==> src/rtl/heap_arb_pkg.sv <==
// Shared types and constants for the heap queue arbiter.
// Record layout: key in bits REC_W-1:16, payload tag below.
package heap_arb_pkg;

    // IDLE: arbitrate | ISSUE: strobe queue | CAPT: capture pop | WAIT: settle
    typedef enum logic [1:0] {
        S_IDLE  = 2'd0,
        S_ISSUE = 2'd1,
        S_CAPT  = 2'd2,
        S_WAIT  = 2'd3
    } state_t;

    localparam int REC_W_DEF = 48;
    localparam int KEY_LSB   = 16;
    localparam int KEY_MSB   = REC_W_DEF - 1;
    localparam int ID_W      = 3;

endpackage

==> src/rtl/heap_arb_if.sv <==
// Strobe/record bus between the arbiter (master) and the heap queue (slave).
interface heap_arb_if
    import heap_arb_pkg::*;
#(
    parameter int REC_W = REC_W_DEF
) ();

    logic             q_push;
    logic             q_pop;
    logic [REC_W-1:0] q_push_record;
    logic             q_full;
    logic             q_empty;
    logic             q_min_valid;
    logic [REC_W-1:0] q_pop_record;

    modport master (
        output q_push, q_pop, q_push_record,
        input  q_full, q_empty, q_min_valid, q_pop_record
    );

    modport slave (
        input  q_push, q_pop, q_push_record,
        output q_full, q_empty, q_min_valid, q_pop_record
    );

endinterface

==> src/rtl/heap_arb_rr_arbiter.sv <==
// Round-robin pick: first eligible requester at or after the pointer, one-hot out.
module rr_arbiter
    import heap_arb_pkg::*;
#(
    parameter int N_REQ = 4
) (
    input  logic [N_REQ-1:0] elig_i,
    input  logic [ID_W-1:0]  ptr_i,
    output logic [N_REQ-1:0] grant_o
);

    logic found;

    always_comb begin
        grant_o = '0;
        found   = 1'b0;
        for (int off = 0; off < N_REQ; off++) begin
            for (int i = 0; i < N_REQ; i++) begin
                if (!found && (i == (int'(ptr_i) + off) % N_REQ) && elig_i[i]) begin
                    grant_o[i] = 1'b1;
                    found      = 1'b1;
                end
            end
        end
    end

endmodule

==> src/rtl/heap_arb.sv <==
// Arbitrates N_REQ push/pop requesters onto a single heap queue, one op at a time,
// waiting for the queue to settle between operations.
module heap_arb
    import heap_arb_pkg::*;
#(
    parameter int N_REQ    = 4,
    parameter int REC_W    = REC_W_DEF,
    parameter int WAIT_MAX = 32
) (
    input  logic                   clk,
    input  logic                   rst,
    input  logic [N_REQ-1:0]       req_push,
    input  logic [N_REQ-1:0]       req_pop,
    input  logic [N_REQ*REC_W-1:0] req_record,
    output logic [N_REQ-1:0]       req_ack,
    output logic                   rsp_valid,
    output logic [ID_W-1:0]        rsp_id,
    output logic [REC_W-1:0]       rsp_data,
    heap_arb_if.master             q,
    output logic                   busy,
    output logic                   err_timeout
);

    localparam int CNT_W = $clog2(WAIT_MAX + 1);

    state_t             state_q;
    logic [ID_W-1:0]    ptr_q;
    logic [ID_W-1:0]    gnt_q;
    logic               op_pop_q;
    logic [CNT_W-1:0]   cnt_q;
    logic [N_REQ-1:0]   req_ack_q;
    logic               rsp_valid_q;
    logic [ID_W-1:0]    rsp_id_q;
    logic [REC_W-1:0]   rsp_data_q;
    logic               q_push_q;
    logic               q_pop_q;
    logic [REC_W-1:0]   q_push_record_q;
    logic               err_q;

    logic [N_REQ-1:0]   elig_d;
    logic [N_REQ-1:0]   grant_d;
    logic [ID_W-1:0]    gnt_d;
    logic [ID_W-1:0]    ptr_d;
    logic               push_d;
    logic               pop_d;
    logic [REC_W-1:0]   rec_d;

    always_comb begin
        elig_d = '0;
        for (int i = 0; i < N_REQ; i++) begin
            elig_d[i] = ( req_push[i] && !req_pop[i] && !q.q_full) ||
                        (!req_push[i] &&  req_pop[i] && !q.q_empty) ||
                        ( req_push[i] &&  req_pop[i] && !q.q_full && !q.q_empty);
        end
    end

    rr_arbiter #(.N_REQ(N_REQ)) u_rr (
        .elig_i  (elig_d),
        .ptr_i   (ptr_q),
        .grant_o (grant_d)
    );

    always_comb begin
        gnt_d  = '0;
        ptr_d  = ptr_q;
        push_d = 1'b0;
        pop_d  = 1'b0;
        rec_d  = '0;
        for (int i = 0; i < N_REQ; i++) begin
            if (grant_d[i]) begin
                gnt_d  = ID_W'(i);
                ptr_d  = ID_W'((i + 1) % N_REQ);
                push_d = req_push[i];
                pop_d  = req_pop[i];
                rec_d  = req_record[i*REC_W +: REC_W];
            end
        end
    end

    always_ff @(posedge clk) begin
        if (rst) begin
            state_q         <= S_IDLE;
            ptr_q           <= '0;
            gnt_q           <= '0;
            op_pop_q        <= 1'b0;
            cnt_q           <= '0;
            req_ack_q       <= '0;
            rsp_valid_q     <= 1'b0;
            rsp_id_q        <= '0;
            rsp_data_q      <= '0;
            q_push_q        <= 1'b0;
            q_pop_q         <= 1'b0;
            q_push_record_q <= '0;
            err_q           <= 1'b0;
        end else begin
            req_ack_q   <= '0;
            rsp_valid_q <= 1'b0;
            q_push_q    <= 1'b0;
            q_pop_q     <= 1'b0;
            case (state_q)
                S_IDLE: begin
                    if (|grant_d) begin
                        gnt_q           <= gnt_d;
                        ptr_q           <= ptr_d;
                        op_pop_q        <= pop_d;
                        q_push_q        <= push_d;
                        q_pop_q         <= pop_d;
                        q_push_record_q <= rec_d;
                        req_ack_q       <= grant_d;
                        state_q         <= S_ISSUE;
                    end
                end
                S_ISSUE: state_q <= S_CAPT;
                S_CAPT: begin
                    if (op_pop_q) begin
                        rsp_data_q  <= q.q_pop_record;
                        rsp_id_q    <= gnt_q;
                        rsp_valid_q <= 1'b1;
                    end
                    cnt_q   <= CNT_W'(WAIT_MAX - 1);
                    state_q <= S_WAIT;
                end
                S_WAIT: begin
                    // Terminal count reached in the WAIT_MAX-th settle cycle.
                    if (q.q_min_valid || q.q_empty) begin
                        state_q <= S_IDLE;
                    end else if (cnt_q == '0) begin
                        err_q   <= 1'b1;
                        state_q <= S_IDLE;
                    end else begin
                        cnt_q <= cnt_q - 1'b1;
                    end
                end
                default: state_q <= S_IDLE;
            endcase
        end
    end

    assign req_ack         = req_ack_q;
    assign rsp_valid       = rsp_valid_q;
    assign rsp_id          = rsp_id_q;
    assign rsp_data        = rsp_data_q;
    assign q.q_push        = q_push_q;
    assign q.q_pop         = q_pop_q;
    assign q.q_push_record = q_push_record_q;
    assign busy            = (state_q != S_IDLE);
    assign err_timeout     = err_q;

endmodule

==> src/flat_wrapper.sv <==
// flat-port wrapper written by rule: the top's interface ports become plain ports
module heap_arb_flat import heap_arb_pkg::*;
#(
    parameter int N_REQ    = 4,
    parameter int REC_W    = REC_W_DEF,
    parameter int WAIT_MAX = 32
)
  (clk, rst, req_push, req_pop, req_record, req_ack, rsp_valid, rsp_id, rsp_data, busy, err_timeout, q_q_push, q_q_pop, q_q_push_record, q_q_full, q_q_empty, q_q_min_valid, q_q_pop_record);
  heap_arb_if #(.REC_W(REC_W)) q_i ();
  input  logic clk;
  input  logic rst;
  input  logic [N_REQ-1:0] req_push;
  input  logic [N_REQ-1:0] req_pop;
  input  logic [N_REQ*REC_W-1:0] req_record;
  output logic [N_REQ-1:0] req_ack;
  output logic rsp_valid;
  output logic [ID_W-1:0] rsp_id;
  output logic [REC_W-1:0] rsp_data;
  output logic busy;
  output logic err_timeout;
  output wire logic [$bits(q_i.q_push)-1:0] q_q_push;
  output wire logic [$bits(q_i.q_pop)-1:0] q_q_pop;
  output wire logic [$bits(q_i.q_push_record)-1:0] q_q_push_record;
  input wire logic [$bits(q_i.q_full)-1:0] q_q_full;
  input wire logic [$bits(q_i.q_empty)-1:0] q_q_empty;
  input wire logic [$bits(q_i.q_min_valid)-1:0] q_q_min_valid;
  input wire logic [$bits(q_i.q_pop_record)-1:0] q_q_pop_record;
  assign q_q_push = q_i.q_push;
  assign q_q_pop = q_i.q_pop;
  assign q_q_push_record = q_i.q_push_record;
  assign q_i.q_full = q_q_full;
  assign q_i.q_empty = q_q_empty;
  assign q_i.q_min_valid = q_q_min_valid;
  assign q_i.q_pop_record = q_q_pop_record;
  heap_arb #(.N_REQ(N_REQ), .REC_W(REC_W), .WAIT_MAX(WAIT_MAX)) u_core (.clk(clk), .rst(rst), .req_push(req_push), .req_pop(req_pop), .req_record(req_record), .req_ack(req_ack), .rsp_valid(rsp_valid), .rsp_id(rsp_id), .rsp_data(rsp_data), .q(q_i), .busy(busy), .err_timeout(err_timeout));
endmodule
==> config.mk <==
export PLATFORM = sky130hd
export DESIGN_NAME = heap_arb_flat
export DESIGN_NICKNAME = d
export VERILOG_FILES = /design/src/rtl/heap_arb_pkg.sv /design/src/rtl/heap_arb_if.sv /design/src/rtl/heap_arb_rr_arbiter.sv /design/src/rtl/heap_arb.sv /design/src/flat_wrapper.sv
export SDC_FILE = /design/constraint.sdc
export NUM_CORES = 1
export LEC_CHECK = 0
export BUFFER_PORTS_ARGS = -buffer_cell sky130_fd_sc_hd__buf_4
export CORE_AREA = 4 4 136 138
export CTS_CLUSTER_SIZE = 14
export DETAILED_ROUTE_END_ITERATION = 12
export DIE_AREA = 0 0 140 142
export PLACE_DENSITY = 0.76
export SETUP_SLACK_MARGIN = 0.15
export SLEW_MARGIN = 10
export SYNTH_ARGS = -nofsm -noshare
export SYNTH_HDL_FRONTEND = slang
export SYNTH_SLANG_ARGS = --single-unit
==> constraint.sdc <==
create_clock -name clk -period 1.7 [get_ports clk]
set_input_delay 0 -clock clk [delete_from_list [all_inputs] [get_ports clk]]
set_output_delay 0 -clock clk [all_outputs]
set_load 0.01 [all_outputs]
==> metrics.md, run 1 <==
| Metric | Value |
|---|---|
| Commonest non-fill, non-tap cell in the layout | `buf_4` |
| Worst-Skew Late Latency | `0.43 ns` |
| Pin count of the biggest net entering global routing | `53` |
| Kind of critical path | `reg -> reg` |
| CTS root buf | `clkbuf_16` |
| CP Launch Type | `flip-flop` |
| Iteration-0 DRC Markers | `771` |
| F_max | `478.6 MHz` |
| Wirelength per Cell | `24.46 µm` |
| Initial core utilization | `34.47%` |
| Clk slew on worst S/H paths | `0.07 ns` |
| Clock Skews | `0.009614 ns` |
| # setup viols final | `55` |
| Number of CTS-inserted buffers | `17` |
| Core area | `17180 µm²` |
| Post-synthesis sequential area ratio | `40.24%` |
| Routed Antenna Nets | `0` |
| DP Wirelength | `17720 µm` |
| Crit share post-route | `122.9%` |
| Mapped Cells | `646` |
| CTS tree | `yes` |
| Synthesized cell area | `5921 µm²` |
| Total die area | `19880 µm²` |
| Crit path time final | `2.089 ns` |
| Ys Warns | `0` |
| Final Hold Vio Count | `0` |
| H-tree level count | `4` |
| Critical path arrival | `2.37 ns` |
| Rows | `48` |
| Wire length of the first global-routing pass | `51610 µm` |
| Maxcap violations | `0` |
| Failing checks | `setup timing` |
| RSZ-0062 raised after global routing | `true` |
| Post-synth ARST share | `0%` |
| CTS Sinks | `119` |
| P per Cell Area | `1317 nW/µm²` |
| Global Route Usage Sum | `33.12%` |
| HP Class | `in -> reg` |
| Drt pass-1 iters | `5` |
| Yosys top cell area share | `40.24%` |
| Ports | `361` |
| EDFF count, synth | `0` |
| Crit end category | `flip-flop` |
| Layout cells sized above 1 | `49.89%` |
| Die W | `140 µm` |
| Layout Area Growth over Synthesis | `134.4%` |
| PnR worst setup slack | `-0.3893 ns` |
| Final Max Slew Viols | `0` |
| Status | `finished with violations` |
| Initial antenna violation count | `7` |
| RePlAce Congestion | `0.9451` |
| Distinct cells, synth | `51` |
| Number of vias per cell | `5.718` |
| Syn_nets | `905` |
| Top post-synthesis cells by area | `dfxtp_1, a221oi_2, nand2_1` |
| DIE HEIGHT | `142 µm` |
| GRT overflow | `0` |
| Final nets | `1593` |
| Top_reg_cell synth | `dfxtp_1` |
| Crit path max fanout | `6` |
| Clk buf depth | `2` |
| Pre-CTS setup slack | `-0.2691 ns` |
| Critical path required time | `1.98 ns` |
| # DRC | `0` |
| Peak VDD IR | `1.014 mV` |
| Most frequent cells in the layout | `buf_4, dlygate4sd3_1, nand2_1` |
| Area leader, netlist | `dfxtp_1` |
| Finished Core Util | `80.80%` |
| Lkg Pwr | `5.821 nW` |
| Flops & latches, synth | `119` |
| Avg Synthesized Cell Area | `9.165 µm²` |
| Vias in the first global route | `9409` |
| Via count | `9046` |
| Drt total wl | `38690 µm` |
| PortBufs | `359` |
registers in the layout (all words and copies together) (netlist names):
register / cells
u_core.q.q_push_record: 48
u_core.rsp_data: 48
u_core.cnt_q: 6
u_core.req_ack: 4
u_core.gnt_q: 2
u_core.ptr_q: 2
u_core.rsp_id: 2
u_core.state_q: 2
u_core.err_timeout: 1
u_core.op_pop_q: 1
u_core.q.q_pop: 1
u_core.q.q_push: 1
u_core.rsp_valid: 1
through the flow:
| stage | std cells | power [mW] | hold WS (ns) | TNS (ns) | instance area [µm²] |
|---|---|---|---|---|---|
| final | 1582 | 18.28 | 0.03779 | -15.58 | 13880 |
| after global routing | 1579 | 18.85 | 0.04223 | -21.34 | 13870 |
| after CTS | 1548 | 16.42 | 0.01452 | -6.239 | 13160 |
| after detailed placement | 1252 | 11.05 | 0.2547 | -9.936 | 9573 |
| after global placement | 1252 | 10.93 | 0.2461 | -7.786 | 9573 |
| after floorplan | 646 | 7.984 | 0.1360 | 0 | 6116 |
final cells by class:
| class | count | area [µm²] |
|---|---|---|
| repair buffers | 728 | 6623 |
| multi-input cells | 460 | 3897 |
| fillers | 855 | 3298 |
| flip-flops and latches | 119 | 2392 |
| clock buffers | 18 | 439.2 |
| well taps | 225 | 281.5 |
| clock inverters | 14 | 187.7 |
| inverters | 8 | 32.53 |
| diodes | 10 | 25.02 |
cell usage after synthesis (all sizes together) (2+ instances only):
cell and number:
a2bb2oi 2, nor3 9, a211oi 53, buf 33, nor2b 5, o22ai 49
nand2b 5, xnor2 2, clkbuf 26, a21o 2, xor2 2, a221oi 50
o211ai 7, dfxtp 119, o21ai 5, a31oi 3, inv 8, nor2 13
a21boi 2, nor4 2, nor3b 2, ha 6, a21oi 57, nand2 160
o2111ai 2, and2 6
path summary, 6_finish.rpt:
check | cells past startpoint | end | slack (ns) | startpoint
hold / removal | 4 | u_core.q.q_push$_SDFF_PP0_ | 0.04 | req_push[1]
setup reg to reg | 7 | u_core.q.q_push_record[24]$_SDFFE_PP0P_ | -0.39 | u_core.ptr_q[0]$_SDFFE_PP0P_
setup / recovery | 7 | u_core.q.q_push_record[24]$_SDFFE_PP0P_ | -0.39 | u_core.ptr_q[0]$_SDFFE_PP0P_
hold reg to reg | 2 | u_core.rsp_data[15]$_SDFFE_PP0P_ | 0.46 | u_core.rsp_data[15]$_SDFFE_PP0P_
power breakdown:
part	total (mW)	switching (mW)	leakage (nW)	internal [mW]
Clock	3.94	1.56	0.298	2.39
Combinational	10.2	5.01	4.55	5.22
Sequential	4.11	0.587	0.975	3.52
what timing repair did:
| action | in CTS | in global routing |
|---|---|---|
| hold buffers | 244 | 0 |
| buffers inserted | 15 | 13 |
| endpoints found under the hold margin | 100 | 0 |
| gates resized for setup | 53 | 67 |
| gates cloned | 5 | 12 |
| pin swaps | 59 | 20 |
| endpoints found under the setup margin | 75 | 118 |
routing by layer:
layer | up-vias | wire length, µm | global-route usage, %
li1 | 3798 | - | -
met1 | 4287 | 13070 | 33.01
met2 | 702 | 19360 | 60.32
met3 | 257 | 3129 | 8.938
met4 | 2 | 3109 | 22.39
met5 | - | 20 | 0
critical path, cell delays in order, from the launching register on:
cell and delay, ns:
dfxtp_2 0.34, nand4b_1 0.25, a221oi_2 0.45, nor2_4 0.10, buf_12 0.17, buf_12 0.15
a221oi_4 0.33, a211oi_2 0.15
logic make-up (layout without fill, tap and decap cells):
group | Yosys count | count (layout) | share of synthesized area [%]
xor gates and xnor gates | 4 | 4 | 0.5918
adders and majority gates | 6 | 6 | 1.268
DFF | 119 | 119 | 40.24
buffers and inverters | 67 | 768 | 5.663
muxes | 1 | 1 | 0.1691
AOI/OAI and AO/OA | 239 | 239 | 37.30
other | 1 | 11 | 0.06334
and+or+nand+nor | 209 | 209 | 14.71
Power figures use the tool's default switching activity.
==> run 2: changes to the inputs <==
- CORE_AREA: 4 4 136 138 -> 4 4 140 142
- DIE_AREA: 0 0 140 142 -> 0 0 144 146
- PLACE_DENSITY: 0.76 -> 0.7
- clock period: 1.7 -> 2.2 ns (I/O delays scaled with it)
==> run 2 against run 1 <==
The run now ends clean. Clock-buffer cell count grew 1. Final area shrank 11%. Wire length shrank 20%. Fmax grew 2.0%. Hold slack gained 0.025 ns. Highest routed layer is now met4.
==> metrics.md, run 2 (same netlist as run 1, synthesis figures left out) <==
| Metric | Value |
|---|---|
| Maxcap violations | `0` |
| Levels on crit path | `7` |
| Clk slew on worst S/H paths | `0.06 ns` |
| HP Class | `in -> reg` |
| Die W | `144 µm` |
| Crit path time final | `2.048 ns` |
| Ports | `361` |
| Drt total wl | `31100 µm` |
| Final Max Slew Viols | `0` |
| Total die area | `21020 µm²` |
| Hold slack final | `0.06257 ns` |
| Global Route Usage Sum | `26.74%` |
| Pwr Total | `11.58 mW` |
| Final Hold Vio Count | `0` |
| Clock Skews | `0.01022 ns` |
| CTS root buf | `clkbuf_16` |
| Placement Cell Area | `8932 µm²` |
| Layout Area Growth over Synthesis | `108.6%` |
| Commonest non-fill, non-tap cell in the layout | `buf_4` |
| RePlAce Congestion | `0.9045` |
| DP Wirelength | `16720 µm` |
| Critical path required time | `2.50 ns` |
| Crit path max-delay cell type | `or3_4` |
| Wirelength per Cell | `20.62 µm` |
| Crit-path cells | `or3_4 -> and3_1 -> o2111ai_4 -> buf_4 -> buf_12 -> o22ai_2 -> a211oi_2` |
| CP bufs+invs | `2` |
| GRT overflow | `0` |
| Crit end category | `flip-flop` |
| Final instance area | `12350 µm²` |
| R2R depth | `7` |
| Max stage delay on crit path | `0.42 ns` |
| # DRC | `0` |
| Worst-Skew Late Latency | `0.41 ns` |
| # setup viols final | `0` |
| CTS tree | `yes` |
| Number of CTS-inserted buffers | `17` |
| Iteration-0 DRC Markers | `380` |
| Final nets | `1516` |
| Peak VDD IR | `0.6020 mV` |
| Rel. slew slack | `58.90%` |
| Rows | `50` |
| DIE HEIGHT | `146 µm` |
| Status | `complete, no violations` |
| Pin count of the biggest net entering global routing | `57` |
| CTS Sinks | `119` |
| Critical path arrival | `2.35 ns` |
| Number of vias per cell | `5.285` |
| Seq. cell area | `2385 µm²` |
| Area of the multi-input gates | `3346 µm²` |
| Initial antenna violation count | `3` |
| Setup TNS Final | `0 ns` |
| Clk buf depth | `2` |
| H-tree level count | `4` |
| RSZ-0062 raised after global routing | `true` |
| Worst Tran Pin Value | `0.6165 ns` |
| Vias in the first global route | `8268` |
| P per Cell Area | `937.4 nW/µm²` |
| PortBufs | `359` |
| Core area | `18460 µm²` |
| Most frequent cells in the layout | `buf_4, dlygate4sd3_1, nand2_1` |
| Kind of critical path | `reg -> reg` |
| Crit share post-route | `93.11%` |
| Lkg Pwr | `5.203 nW` |
| Wire length of the first global-routing pass | `44530 µm` |
| Crit path max fanout | `12` |
| Filler cells | `1306` |
| Layout cells sized above 1 | `43.14%` |
| Drt pass-1 iters | `5` |
| Routed Antenna Nets | `0` |
| Initial core utilization | `32.08%` |
| CP delay by family, top | `simple AND/OR/NAND/NOR gates` |
| Hold Crit Depth | `3` |
| CP Launch Type | `flip-flop` |
| F_max | `488.2 MHz` |
| Via count | `7970` |
-- run 2: report_power, final --
group          switching [mW]  total (mW)  internal [mW]
Sequential              0.404        3.11           2.71
Clock                    1.05        2.65           1.60
Combinational            3.01        5.81           2.80
Total                    4.46        11.6           7.11
-- run 2: area by class of cell --
| type | instances | share of cell area, % |
|---|---|---|
| clock inverter | 11 | 0.8106 |
| tap | 234 | 2.371 |
| timing repair buffer | 651 | 46.38 |
| inverter | 8 | 0.2432 |
| clock buffer | 19 | 3.668 |
| sequential | 119 | 19.31 |
| antenna | 6 | 0.1216 |
| multi-input combinational | 460 | 27.09 |
-- run 2: repair_timing --
action                                  4_1_cts  5_1_grt
endpoints found under the setup margin        1       51
setup buffers                                 1       15
pin swaps                                     1       11
resized for setup                             3       24
hold buffers                                247        0
gates cloned                                  1        5
endpoints found under the hold margin       100        0
-- run 2: stage by stage --
step	utilization [%]	worst slack, ns	instances
2_1_floorplan	-	0.3885	646
3_3_place_gp	48.40	0.1878	1203
3_5_place_dp	48.40	0.1328	1203
4_1_cts	65.03	0.1699	1482
5_1_grt	66.85	0.1067	1504
6_report	66.91	0.1516	1508
-- run 2: final timing paths --
| kind | from | to | slack (ns) |
|---|---|---|---|
| setup / recovery | u_core.ptr_q[0]$_SDFFE_PP0P_ | u_core.q.q_push_record[7]$_SDFFE_PP0P_ | 0.15 |
| hold / removal | req_pop[1] | u_core.q.q_pop$_SDFF_PP0_ | 0.06 |
| setup reg to reg | u_core.ptr_q[0]$_SDFFE_PP0P_ | u_core.q.q_push_record[7]$_SDFFE_PP0P_ | 0.15 |
| hold reg to reg | u_core.gnt_q[1]$_SDFFE_PP0P_ | u_core.rsp_id[1]$_SDFFE_PP0P_ | 0.45 |
-- run 2: routing by layer --
layer | track usage [%] | wire length [µm]
met5 | 0 | 0
met4 | 15.35 | 1732
met3 | 6.835 | 2267
met2 | 46.11 | 15310
met1 | 29.30 | 11780
-- run 2: worst min-delay path, cell delays in order --
cell and delay (ns):
buf_4 0.12, a221oi_1 0.10, a21oi_1 0.19
